[src/rtl/demux_1x8_deser.sv]
// demux_1x8_deser: 1:8 serial-to-parallel deserializer with idle timeout and frame_start resync.
// Build with DEMUX_PARITY_EN to expect a trailing even-parity bit after each 8-bit word.
module demux_1x8_deser #(
   parameter int TIMEOUT = 16,
   parameter int CNT_W   = 8
) (
   input  logic       clk,
   input  logic       rst,
   input  logic       din,
   input  logic       din_valid,
   input  logic       frame_start,
   output logic [7:0] dout,
   output logic       dout_valid,
   output logic [2:0] sel,
   output logic       busy,
   output logic       frame_err,
   output logic       parity_err
);
   localparam logic [1:0] IDLE    = 2'd0;
   localparam logic [1:0] COLLECT = 2'd1;
`ifdef DEMUX_PARITY_EN
   localparam logic [1:0] PARITY  = 2'd2;
   logic parity_err_q, parity_err_d;
`endif
   logic [1:0]       state_q, state_d;
   logic [2:0]       sel_q, sel_d;
   logic [7:0]       shadow_q, shadow_d, word;
   logic [CNT_W-1:0] cnt_q, cnt_d;
   logic [7:0]       dout_q, dout_d;
   logic             dout_valid_q, dout_valid_d;
   logic             frame_err_q, frame_err_d;
   logic             expire;
   always_comb begin
      word         = shadow_q;
      word[sel_q]  = din;
      // expiry fires on the TIMEOUT-th consecutive idle cycle of a partial frame
      expire       = state_q != IDLE && !din_valid && cnt_q == CNT_W'(TIMEOUT - 1);
      state_d      = state_q;
      sel_d        = sel_q;
      shadow_d     = shadow_q;
      cnt_d        = cnt_q;
      dout_d       = dout_q;
      dout_valid_d = 1'b0;
      frame_err_d  = state_q != IDLE && (frame_start || expire);
`ifdef DEMUX_PARITY_EN
      parity_err_d = 1'b0;
`endif
      if (frame_start) begin
         shadow_d = {7'd0, din_valid & din};
         sel_d    = {2'd0, din_valid};
         state_d  = din_valid ? COLLECT : IDLE;
         cnt_d    = '0;
      end else if (expire) begin
         shadow_d = '0;
         sel_d    = '0;
         state_d  = IDLE;
         cnt_d    = '0;
      end else if (din_valid) begin
         cnt_d = '0;
`ifdef DEMUX_PARITY_EN
         if (state_q == PARITY) begin
            dout_d       = shadow_q;
            dout_valid_d = 1'b1;
            parity_err_d = ^shadow_q ^ din;
            shadow_d     = '0;
            state_d      = IDLE;
         end else if (sel_q == 3'd7) begin
            shadow_d = word;
            sel_d    = '0;
            state_d  = PARITY;
         end else begin
`else
         if (sel_q == 3'd7) begin
            dout_d       = word;
            dout_valid_d = 1'b1;
            shadow_d     = '0;
            sel_d        = '0;
            state_d      = IDLE;
         end else begin
`endif
            shadow_d = word;
            sel_d    = sel_q + 3'd1;
            state_d  = COLLECT;
         end
      end else if (state_q != IDLE) begin
         cnt_d = cnt_q + 1'b1;
      end
   end
   always_ff @(posedge clk or posedge rst) begin
      if (rst) begin
         state_q      <= IDLE;
         sel_q        <= '0;
         shadow_q     <= '0;
         cnt_q        <= '0;
         dout_q       <= '0;
         dout_valid_q <= 1'b0;
         frame_err_q  <= 1'b0;
      end else begin
         state_q      <= state_d;
         sel_q        <= sel_d;
         shadow_q     <= shadow_d;
         cnt_q        <= cnt_d;
         dout_q       <= dout_d;
         dout_valid_q <= dout_valid_d;
         frame_err_q  <= frame_err_d;
      end
   end
`ifdef DEMUX_PARITY_EN
   always_ff @(posedge clk or posedge rst) begin
      if (rst) parity_err_q <= 1'b0;
      else     parity_err_q <= parity_err_d;
   end
   assign parity_err = parity_err_q;
`else
   assign parity_err = 1'b0;
`endif
   assign dout       = dout_q;
   assign dout_valid = dout_valid_q;
   assign sel        = sel_q;
   assign busy       = state_q != IDLE;
   assign frame_err  = frame_err_q;
endmodule
[config.mk]
export PLATFORM = sky130hd
export DESIGN_NAME = demux_1x8_deser
export DESIGN_NICKNAME = d
export VERILOG_FILES = /design/src/rtl/demux_1x8_deser.sv
export SDC_FILE = /design/constraint.sdc
export NUM_CORES = 1
export LEC_CHECK = 0
export ABC_CLOCK_PERIOD_IN_PS = 2700
export CAP_MARGIN = 15
export CORE_UTILIZATION = 40
export CTS_CLUSTER_SIZE = 12
export DETAILED_ROUTE_END_ITERATION = 12
export GPL_TIMING_DRIVEN = 0
export PLACE_DENSITY = 0.6
export SKIP_CTS_REPAIR_TIMING = 1
export SLEW_MARGIN = 5
export SYNTH_ARGS = -nofsm -noshare
export SYNTH_HDL_FRONTEND = slang
export SYNTH_SLANG_ARGS = --single-unit
[constraint.sdc]
create_clock -name clk -period 2.7 [get_ports clk]
set_clock_uncertainty 0.05 [all_clocks]
set_input_delay 0.54 -clock clk [delete_from_list [all_inputs] [get_ports clk]]
set_output_delay 0.54 -clock clk [all_outputs]
set_load 0.02 [all_outputs]
==> flow_summary.yaml <==
pwr:
  power_mw: 0.916
  p_per_area_nw_per_um2: 514
  ir_worst_vdd_v: 0.000312
  p_leak_nw: 0.773
final_layout:
  final_common_cell: "dfrtp_1"
  fillerInstances: 319
  fin_area_sq_um: 1780
  final_core_utilization: 0.522
  layout.area.seq_sq_um: 751
  final_nets: 168
  stdcell_count: 207
  final_cell_mix: "30 x dfrtp_1, 16 x clkdlybuf4s50_1, 14 x o21ai_0"
  antenna_cells: 0
  drive_gt1_frac: 0.118
  multi_input_area_sq_um: 627
  syn_to_final_growth_pct: 22.2
sta:
  fmax_mhz: 482
  finalSetupViolations: 0
  finalHoldViolCount: 0
  fin_hold_ws_ns: 0.377
  relSlewSlack: 0.353
  layout_min_cycle_time_ns: 2.08
  worstMarginPinSlew_ns: 0.959
  finalMaxSlewViolations: 0
  worst_slack_ns: 0.624
  rsz0062_at_grt: "no"
  tns_ns: 0
  fin_crit_sh: 0.769
floorplanning:
  io_pins: 20
  start_util: 0.427
  chipWidth_microns: 62.4
  rows: 21
  coreArea_sq_um: 3420
  die-area_sq_um: 3890
  die_h_microns: 62.4
synth:
  synth_top_cell_area_share: 0.515
  synth_area_sq_um: 1460
  synth.largest_area_cell: "dfrtp_1"
  ys_seq_elements: 30
  syn_area_per_cell_sq_um: 10.7
  ys_warn_count: 0
  netlist_instances: 136
  synthArstFlopShare: 1.00
  synth_top_flop_cell: "dfrtp_1"
  syn_nets: 144
  ys_seq_area_frac: 0.515
  synth.distinct_cells: 37
  synth_edf_count: 0
  yosys-top-cells-area: "dfrtp_1 52%, mux2i_1 6.9%, o21ai_0 4.8%"
critical_path:
  crit_family: "buffers and inverters"
  start_kind: "flip-flop"
  critPathArrivalTime_ns: 1.49
  crit_chain: "clkdlybuf4s50_1"
  path_max_fanout: 9
  worst_setup_path_end_kind: "primary output"
  worst-path-buf-inv: 1
  cp.required_ns: 2.11
  crit_type: "reg -> out"
  slowest_delay_ns: 0.66
  crit_slowest_cell: "clkdlybuf4s50_1"
  reg2reg_depth: 6
  path_depth: 1
global_routing:
  grt_antenna_before_repair: 0
  track_usage: 0.171
  grt_max_degree: 31
  grt_pass1_vias: 1196
  grt_pass1_wl_microns: 5220
  grt-ovfl-total: 0
drt:
  vias_per_cell: 5.28
  drtPass1Iterations: 4
  final_antenna_net_count: 0
  wirelength_microns: 2860
  drtIter0Drc: 36
  vias: 1093
  post-route-drc-count: 0
  wl_per_cell_microns: 13.8
cts:
  cts_root_buf: "clkbuf_4"
  clk_latency_ns: 0.33
  cts_tree: "done"
  cts.sinks: 30
  numCtsBuffers: 5
  clockBufferDepth: 2
  cts_htree_levels: 2
  clkTransAtPathRegs_ns: 0.10
hold_path:
  worstHoldPathType: "in -> async"
placement:
  dpl_cell_area_sq_um: 1680
  post-place-ws_ns: 0.323
  hpwl_microns: 2050
  gp_congestion: 0.709
  dp_cells: 198
  io_buffers: 16
job:
  drv_cap: 0
status:
  status: "completed"
-- logic make-up (layout without fill, tap and decap cells) --
group                      after synthesis  count (layout)  share of synthesized area
AOI/OAI and AO/OA                       37              37                      0.171
buffers and inverters                   15              40                     0.0549
other                                    1               1                    0.00257
and+or+nand+nor                         39              39                      0.156
xor gates and xnor gates                 1               1                    0.00601
adders and majority gates                3               3                     0.0258
muxes                                   10              10                     0.0687
DFF                                     30              30                      0.515
-- worst register-to-register path, stage by stage, from the launching register on --
cell and delay [ns]:
dfrtp_1 0.41, ha_1 0.21, ha_1 0.20, or3b_2 0.43, buf_2 0.19, o21ai_0 0.20
a221o_2 0.17
-- final timing paths --
path,startpoint,to,slack (ns)
worst max-delay path,state_q[0],busy,0.62
worst min-delay path,rst,cnt_q[0],0.38
worst max register to register,sel[0],shadow_q[0],0.79
worst min register to register,dout[3],dout[3],0.44
max in group asynchronous,rst,dout[0],1.83
min in group clk,frame_start,state_q[0],0.43
-- cells in the mapped netlist, types with 2 or more instances --
cell / number
dfrtp_1: 30
o21ai_0: 14
nand2_1: 11
mux2i_1: 10
o2bb2ai_1: 7
a21oi_1: 5
clkbuf_1: 5
inv_1: 5
nand3b_1: 4
nor2_1: 4
nor3b_1: 4
o31ai_1: 4
or3_1: 4
ha_1: 3
buf_4: 2
buf_6: 2
nand3_1: 2
-- power by group --
group          internal (mW)  switching, mW  total (mW)
combinational         0.0510         0.0614       0.112
clock                  0.178          0.154       0.332
sequential             0.461         0.0105       0.471
total                  0.690          0.226       0.916
-- per-layer routing --
metal	vias to the layer above	global-route usage	share of wire
met1	533	0.184	0.43
met3	2	0.0570	0.035
met2	19	0.316	0.53
met4	0	0.0494	0.0042
li1	539	-	-
met5	-	0	0
-- sequential cells by signal, indices dropped and copies added (netlist names) --
| register | count |
|---|---|
| dout_valid | 1 |
| dout | 8 |
| frame_err | 1 |
| state_q | 1 |
| shadow_q | 8 |
| sel | 3 |
| cnt_q | 8 |
-- cell type report --
type	count	area share
flip-flops and latches	30	0.421
multi-input cells	91	0.352
repair buffers	17	0.105
clock buffers	8	0.0442
plain buffers	10	0.0344
well taps	46	0.0323
inverters	5	0.0105
Power figures use the tool's default switching activity.
==> variant 1: new RTL, same settings <==
Set the parameter `CNT_W` to 10 (it was 8).
--- a/src/rtl/demux_1x8_deser.sv
+++ b/src/rtl/demux_1x8_deser.sv
@@ -2,7 +2,7 @@
 // Build with DEMUX_PARITY_EN to expect a trailing even-parity bit after each 8-bit word.
 module demux_1x8_deser #(
    parameter int TIMEOUT = 16,
-   parameter int CNT_W   = 8
+   parameter int CNT_W   = 10
 ) (
    input  logic       clk,
    input  logic       rst,
Formal check against the unedited RTL: same outputs for any inputs over 10 cycles, from zero or initial values and one cycle with rst high; that may be too few to reach the edited logic, so the function may still have changed.
==> variant 1 against the original RTL <==
- sequential share of layout area down 1.2 points
- sequential cell count up 2
- design area up 9.7%
- combinational power up 5%
- critical path type unchanged
- area after synthesis up 9.8%
- final cell count up 11%
- utilization about the same
- total power up 11%
- register-to-register slack better by 200 ps
- first-iteration DRC count up 130%
- maximum frequency up 1.6%
- setup slack better by 33 ps
- routed wire length up 12%
==> variant 1: results (changes against the original RTL) <==
Detailed routing
  – WL met2: 1.48 mm (-3.0%)
  – Iter 0 DRT Violations: 82 (+130%)
  – DR WL met3: 109 um (+7.9%)
  – Met1 WL: 1.56 mm (+27%)
  – Vias/cell: 5.29 (+0.15%)

Setup path
  – Crit Reg-Reg Startpoint: cnt_q[0]
  – Crit path DAT: 1450 ps (-40 ps)
  – Worst R2R End: cnt_q[6]
  – Max FO, Critical Path: 8 (-1)

Layout
  – Signal buf overhead: 13.0% (-0.98 points)
  – Register fraction of the total cell area: 41.0% (-1.2 points)
  – Share of cells above drive strength 1: 11.6% (-0.20 points)
  – Sequential cells: 32 (+6.7%)
  – Layout clock buffer count: 7 (-1)
  – Comb_multi_in: 112 (+23%)
  – Clock network area share: 4.93% (+0.51 points)
  – Fraction of area in multi-input gates: 37.5% (+2.3 points)
  – Inverters: 3 (-2)
  – FILL cells: 364 (+14%)

Placement
  – Post-DP HPWL: 2.20 mm (+7.2%)
  – Routability cong.: 0.729 (+2.7%)
  – Dpl ws: 499 ps (+176 ps)
  – IO Port Bufs: 17 (+1)

Synthesis
  – Area contributors post-synth: dfrtp_1 50%, mux2i_1 6.3%, o21ai_0 5.6%, nand2_1 5.6%, nor2_1 2.8%
  – Distinct cells, synth: 36 (-2.7%)
  – Synth Net Count: 164 (+14%)
  – Commonest cells post-synth: 32 x dfrtp_1, 24 x nand2_1, 18 x o21ai_0

STA
  – Final period util: 75.7% (-1.2 points)
  – Rel. slew slack: 57.0% (+22 points)

CTS
  – Clock Tree Root: clkbuf_8
  – Worst skew pair latency: 290 ps (-40 ps)
  – Clock-pin slew on the worst setup and hold paths: 60 ps (-40 ps)

Global route
  – Global-route usage over all layers: 18.4% (+1.3 points)
  – Met3 track demand over resource: 5.73% (+0.031 points)
  – Largest net degree at the start of global routing: 20 (-35%)
  – Number of global-route vias before repair: 1211 (+1.3%)
  – GR Layer Usage met2: 28.1% (-3.5 points)
  – GRT met1 Usage: 23.9% (+5.6 points)

Min path
  – Worst Hold Class: register to register

Status
  – Status: completed

Power
  – Max VDD drop: 0.000295 V (-5.5%)
## variant 1: cell families (layout without fill, tap and decap cells)
group           Yosys count  in the layout  synth area share, %
mux                      10             10                 6.26
simple gates             64             64                 22.2
other cells               1              1                0.234
flops                    32             32                 50.0
compound gates           26             26                 10.3
xor+xnor                  8              8                 4.38
fa+ha+maj                 3              3                 2.35
buf+inv                  12             37                 4.22
## variant 1: metrics by stage
stage / std cells / cell area (um2)
2_1_floorplan: 156 / 1600
3_3_place_gp: 221 / 1830
3_5_place_dp: 222 / 1860
4_1_cts: 229 / 1950
5_1_grt: 229 / 1950
6_report: 229 / 1950
## variant 1: report_power, final
| part | switching (mW) | internal, mW | total, mW |
|---|---|---|---|
| Sequential | 0.0105 | 0.491 | 0.502 |
| Clock | 0.173 | 0.227 | 0.400 |
| Combinational | 0.0669 | 0.0508 | 0.118 |
## variant 1: worst reg2reg max path, cell delays in order, from the launching register on
cell and delay, ps:
dfrtp_1 430, ha_1 260, and3_1 230, and3_4 210, or2_1 220, buf_6 140, nor2_1 110
==> variant 2: new RTL, same settings <==
Made on the original files. Add an input register stage for `din_valid` and `frame_start`, with the module's reset; this delays them by one clock. The other inputs are not delayed to match.
--- a/src/rtl/demux_1x8_deser.sv
+++ b/src/rtl/demux_1x8_deser.sv
@@ -18,6 +18,19 @@
 );
    localparam logic [1:0] IDLE    = 2'd0;
    localparam logic [1:0] COLLECT = 2'd1;
+
+   logic din_valid_q;
+   logic frame_start_q;
+
+   always_ff @(posedge clk or posedge rst) begin
+      if (rst) begin
+         din_valid_q   <= '0;
+         frame_start_q <= '0;
+      end else begin
+         din_valid_q   <= din_valid;
+         frame_start_q <= frame_start;
+      end
+   end
 `ifdef DEMUX_PARITY_EN
    localparam logic [1:0] PARITY  = 2'd2;
    logic parity_err_q, parity_err_d;
@@ -34,28 +47,28 @@
       word         = shadow_q;
       word[sel_q]  = din;
       // expiry fires on the TIMEOUT-th consecutive idle cycle of a partial frame
-      expire       = state_q != IDLE && !din_valid && cnt_q == CNT_W'(TIMEOUT - 1);
+      expire       = state_q != IDLE && !din_valid_q && cnt_q == CNT_W'(TIMEOUT - 1);
       state_d      = state_q;
       sel_d        = sel_q;
       shadow_d     = shadow_q;
       cnt_d        = cnt_q;
       dout_d       = dout_q;
       dout_valid_d = 1'b0;
-      frame_err_d  = state_q != IDLE && (frame_start || expire);
+      frame_err_d  = state_q != IDLE && (frame_start_q || expire);
 `ifdef DEMUX_PARITY_EN
       parity_err_d = 1'b0;
 `endif
-      if (frame_start) begin
-         shadow_d = {7'd0, din_valid & din};
-         sel_d    = {2'd0, din_valid};
-         state_d  = din_valid ? COLLECT : IDLE;
+      if (frame_start_q) begin
+         shadow_d = {7'd0, din_valid_q & din};
+         sel_d    = {2'd0, din_valid_q};
+         state_d  = din_valid_q ? COLLECT : IDLE;
          cnt_d    = '0;
       end else if (expire) begin
          shadow_d = '0;
          sel_d    = '0;
          state_d  = IDLE;
          cnt_d    = '0;
-      end else if (din_valid) begin
+      end else if (din_valid_q) begin
          cnt_d = '0;
 `ifdef DEMUX_PARITY_EN
          if (state_q == PARITY) begin
Check against the original RTL: not equivalent (Yosys sat finds a counterexample within 4 cycles, from zero or initial values and one cycle with rst high).
==> variant 2 against the original RTL <==
- setup slack better by 150 ps
- total power is 19% higher
- die area is 1.9% higher
- clock power is 34% higher
- critical endpoint is now shadow_q[1]
- largest cell class unchanged
- non-clock buffer count is 3 higher
- area after synthesis is 2.0% higher
- sequential cell count is 2 higher
- design area is 4.4% higher
- critical path type is now register to register
- sequential share of layout area is 0.93 points higher
- routed wire length is 1.2% higher
==> variant 2: results (changes against the original RTL) <==
Status
  – Status: completed

Global route
  – GR Layer Usage met2: 24.1% (-7.5 points)
  – Global-route usage over all layers: 16.6% (-0.53 points)
  – GRT met1 Usage: 24.1% (+5.7 points)
  – Initial antenna violation count: 0 (unchanged)
  – First-pass GRT wire length: 5.13 mm (-1.7%)
  – Largest net degree at the start of global routing: 23 (-26%)
  – Met3 track demand over resource: 3.83% (-1.9 points)
  – Gr ovfl total: 0 (unchanged)

Synthesis
  – Commonest cells post-synth: 32 x dfrtp_1, 11 x nand2_1, 11 x o21ai_0
  – Synth Net Count: 143 (-0.69%)
  – Asr flop ratio synth: 100% (unchanged)
  – Synth warn: 0 (unchanged)
  – Distinct cells, synth: 35 (-5.4%)
  – Area contributors post-synth: dfrtp_1 54%, mux2i_1 5.4%, o21ai_0 3.7%, o2bb2ai_1 3.5%, nand2_1 2.8%
  – Sequential area share after synthesis: 53.9% (+2.4 points)

Detailed routing
  – Routed WL: 2.90 mm (+1.2%)
  – Iter 0 DRT Violations: 65 (+81%)
  – Detailed Routing Iterations Pass 1: 4 (unchanged)
  – Via count: 1098 (+0.46%)

Placement
  – Post-DP HPWL: 2.05 mm (-0.15%)
  – IO Port Bufs: 18 (+2)
  – Routability cong.: 0.706 (-0.48%)
  – Placed instance area: 1750 um2 (+4.6%)

CTS
  – Clock Tree Root: clkbuf_8
  – Worst skew pair latency: 280 ps (-50 ps)
  – H-tree level count: 2 (unchanged)
  – Clock-pin slew on the worst setup and hold paths: 70 ps (-30 ps)
  – Maximum clock path buffer count: 2 (unchanged)
  – CTS buffer count: 5 (unchanged)

Power
  – Leak: 0.831 nW (+7.5%)
  – Max VDD drop: 0.000291 V (-6.8%)
  – Internal power: 0.833 mW (+21%)

Layout
  – Diode count: 0 (unchanged)
  – Share of cells above drive strength 1: 8.02% (-3.8 points)
  – Final net count: 169 (+0.60%)
  – FILL cells: 323 (+1.3%)

STA
  – Slew @ Worst Pin: 512 ps (-446 ps)

Setup path
  – Crit path DAT: 2090 ps (+600 ps)
  – Max FO, Critical Path: 9 (unchanged)

Min path
  – Worst Hold Class: register to register
[variant 2: cell families after synthesis]
family	count (synthesis)	share of synthesized area (%)
buf+inv	14	4.29
mux	8	5.39
xor+xnor	4	2.36
compound gates	32	15.1
other cells	1	0.252
simple gates	41	16.2
fa+ha+maj	3	2.53
flops	32	53.9
[variant 2: layout make-up]
cell class / instances / area (um2) / share of cell area, %
buffer: 11 / 52.6 / 2.83
clock buffer: 6 / 72.6 / 3.90
clock inverter: 2 / 35.0 / 1.88
inverter: 3 / 11.3 / 0.606
multi-input combinational: 89 / 622 / 33.4
sequential: 32 / 801 / 43.1
tap: 46 / 57.6 / 3.10
timing repair buffer: 19 / 208 / 11.2
[variant 2: power by group through the flow]
stage	Sequential, mW	Clock [mW]	Combinational [mW]
3_3_place_gp	0.517	0	0.133
3_5_place_dp	0.518	0	0.141
5_1_grt	0.511	0.483	0.155
6_report	0.509	0.445	0.140
4_1_cts	0.509	0.455	0.142
2_1_floorplan	0.531	0	0.0720
[variant 2: routing by layer]
| metal | routed length [um] | up-vias |
|---|---|---|
| met1 | 1460 | 533 |
| met3 | 76 | 4 |
| met2 | 1330 | 26 |
| met4 | 34 | 0 |
| li1 | - | 535 |
| met5 | 0 | - |
[variant 2: path summary, 6_finish.rpt]
check | end | cells after the start | slack [ps] | from
setup / recovery | shadow_q[1] | 6 | 780 | sel[0]
hold / removal | dout[7] | 2 | 430 | dout[7]
setup reg to reg | shadow_q[1] | 6 | 780 | sel[0]
hold reg to reg | dout[7] | 2 | 430 | dout[7]
max in group asynchronous | frame_start_q | 3 | 1570 | rst
min in group asynchronous | cnt_q[4] | 2 | 540 | rst
[variant 2: critical path, cell delays in order, from the launching register on]
cell and delay, ps:
dfrtp_1 410, ha_1 210, ha_1 210, or3b_1 350, clkbuf_1 230, nor3b_1 260, a221o_1 140
[variant 2: metrics by stage]
step | std cells | worst slack [ps] | hold slack (ps) | utilization, % | power [mW]
floorplan | 135 | 902 | 405 | - | 0.603
global placement | 199 | 661 | 415 | 50.1 | 0.650
detailed placement | 200 | 807 | 422 | 50.9 | 0.659
CTS | 208 | 789 | 436 | 54.0 | 1.11
global route | 208 | 698 | 459 | 54.0 | 1.15
finish | 208 | 778 | 429 | 54.0 | 1.09
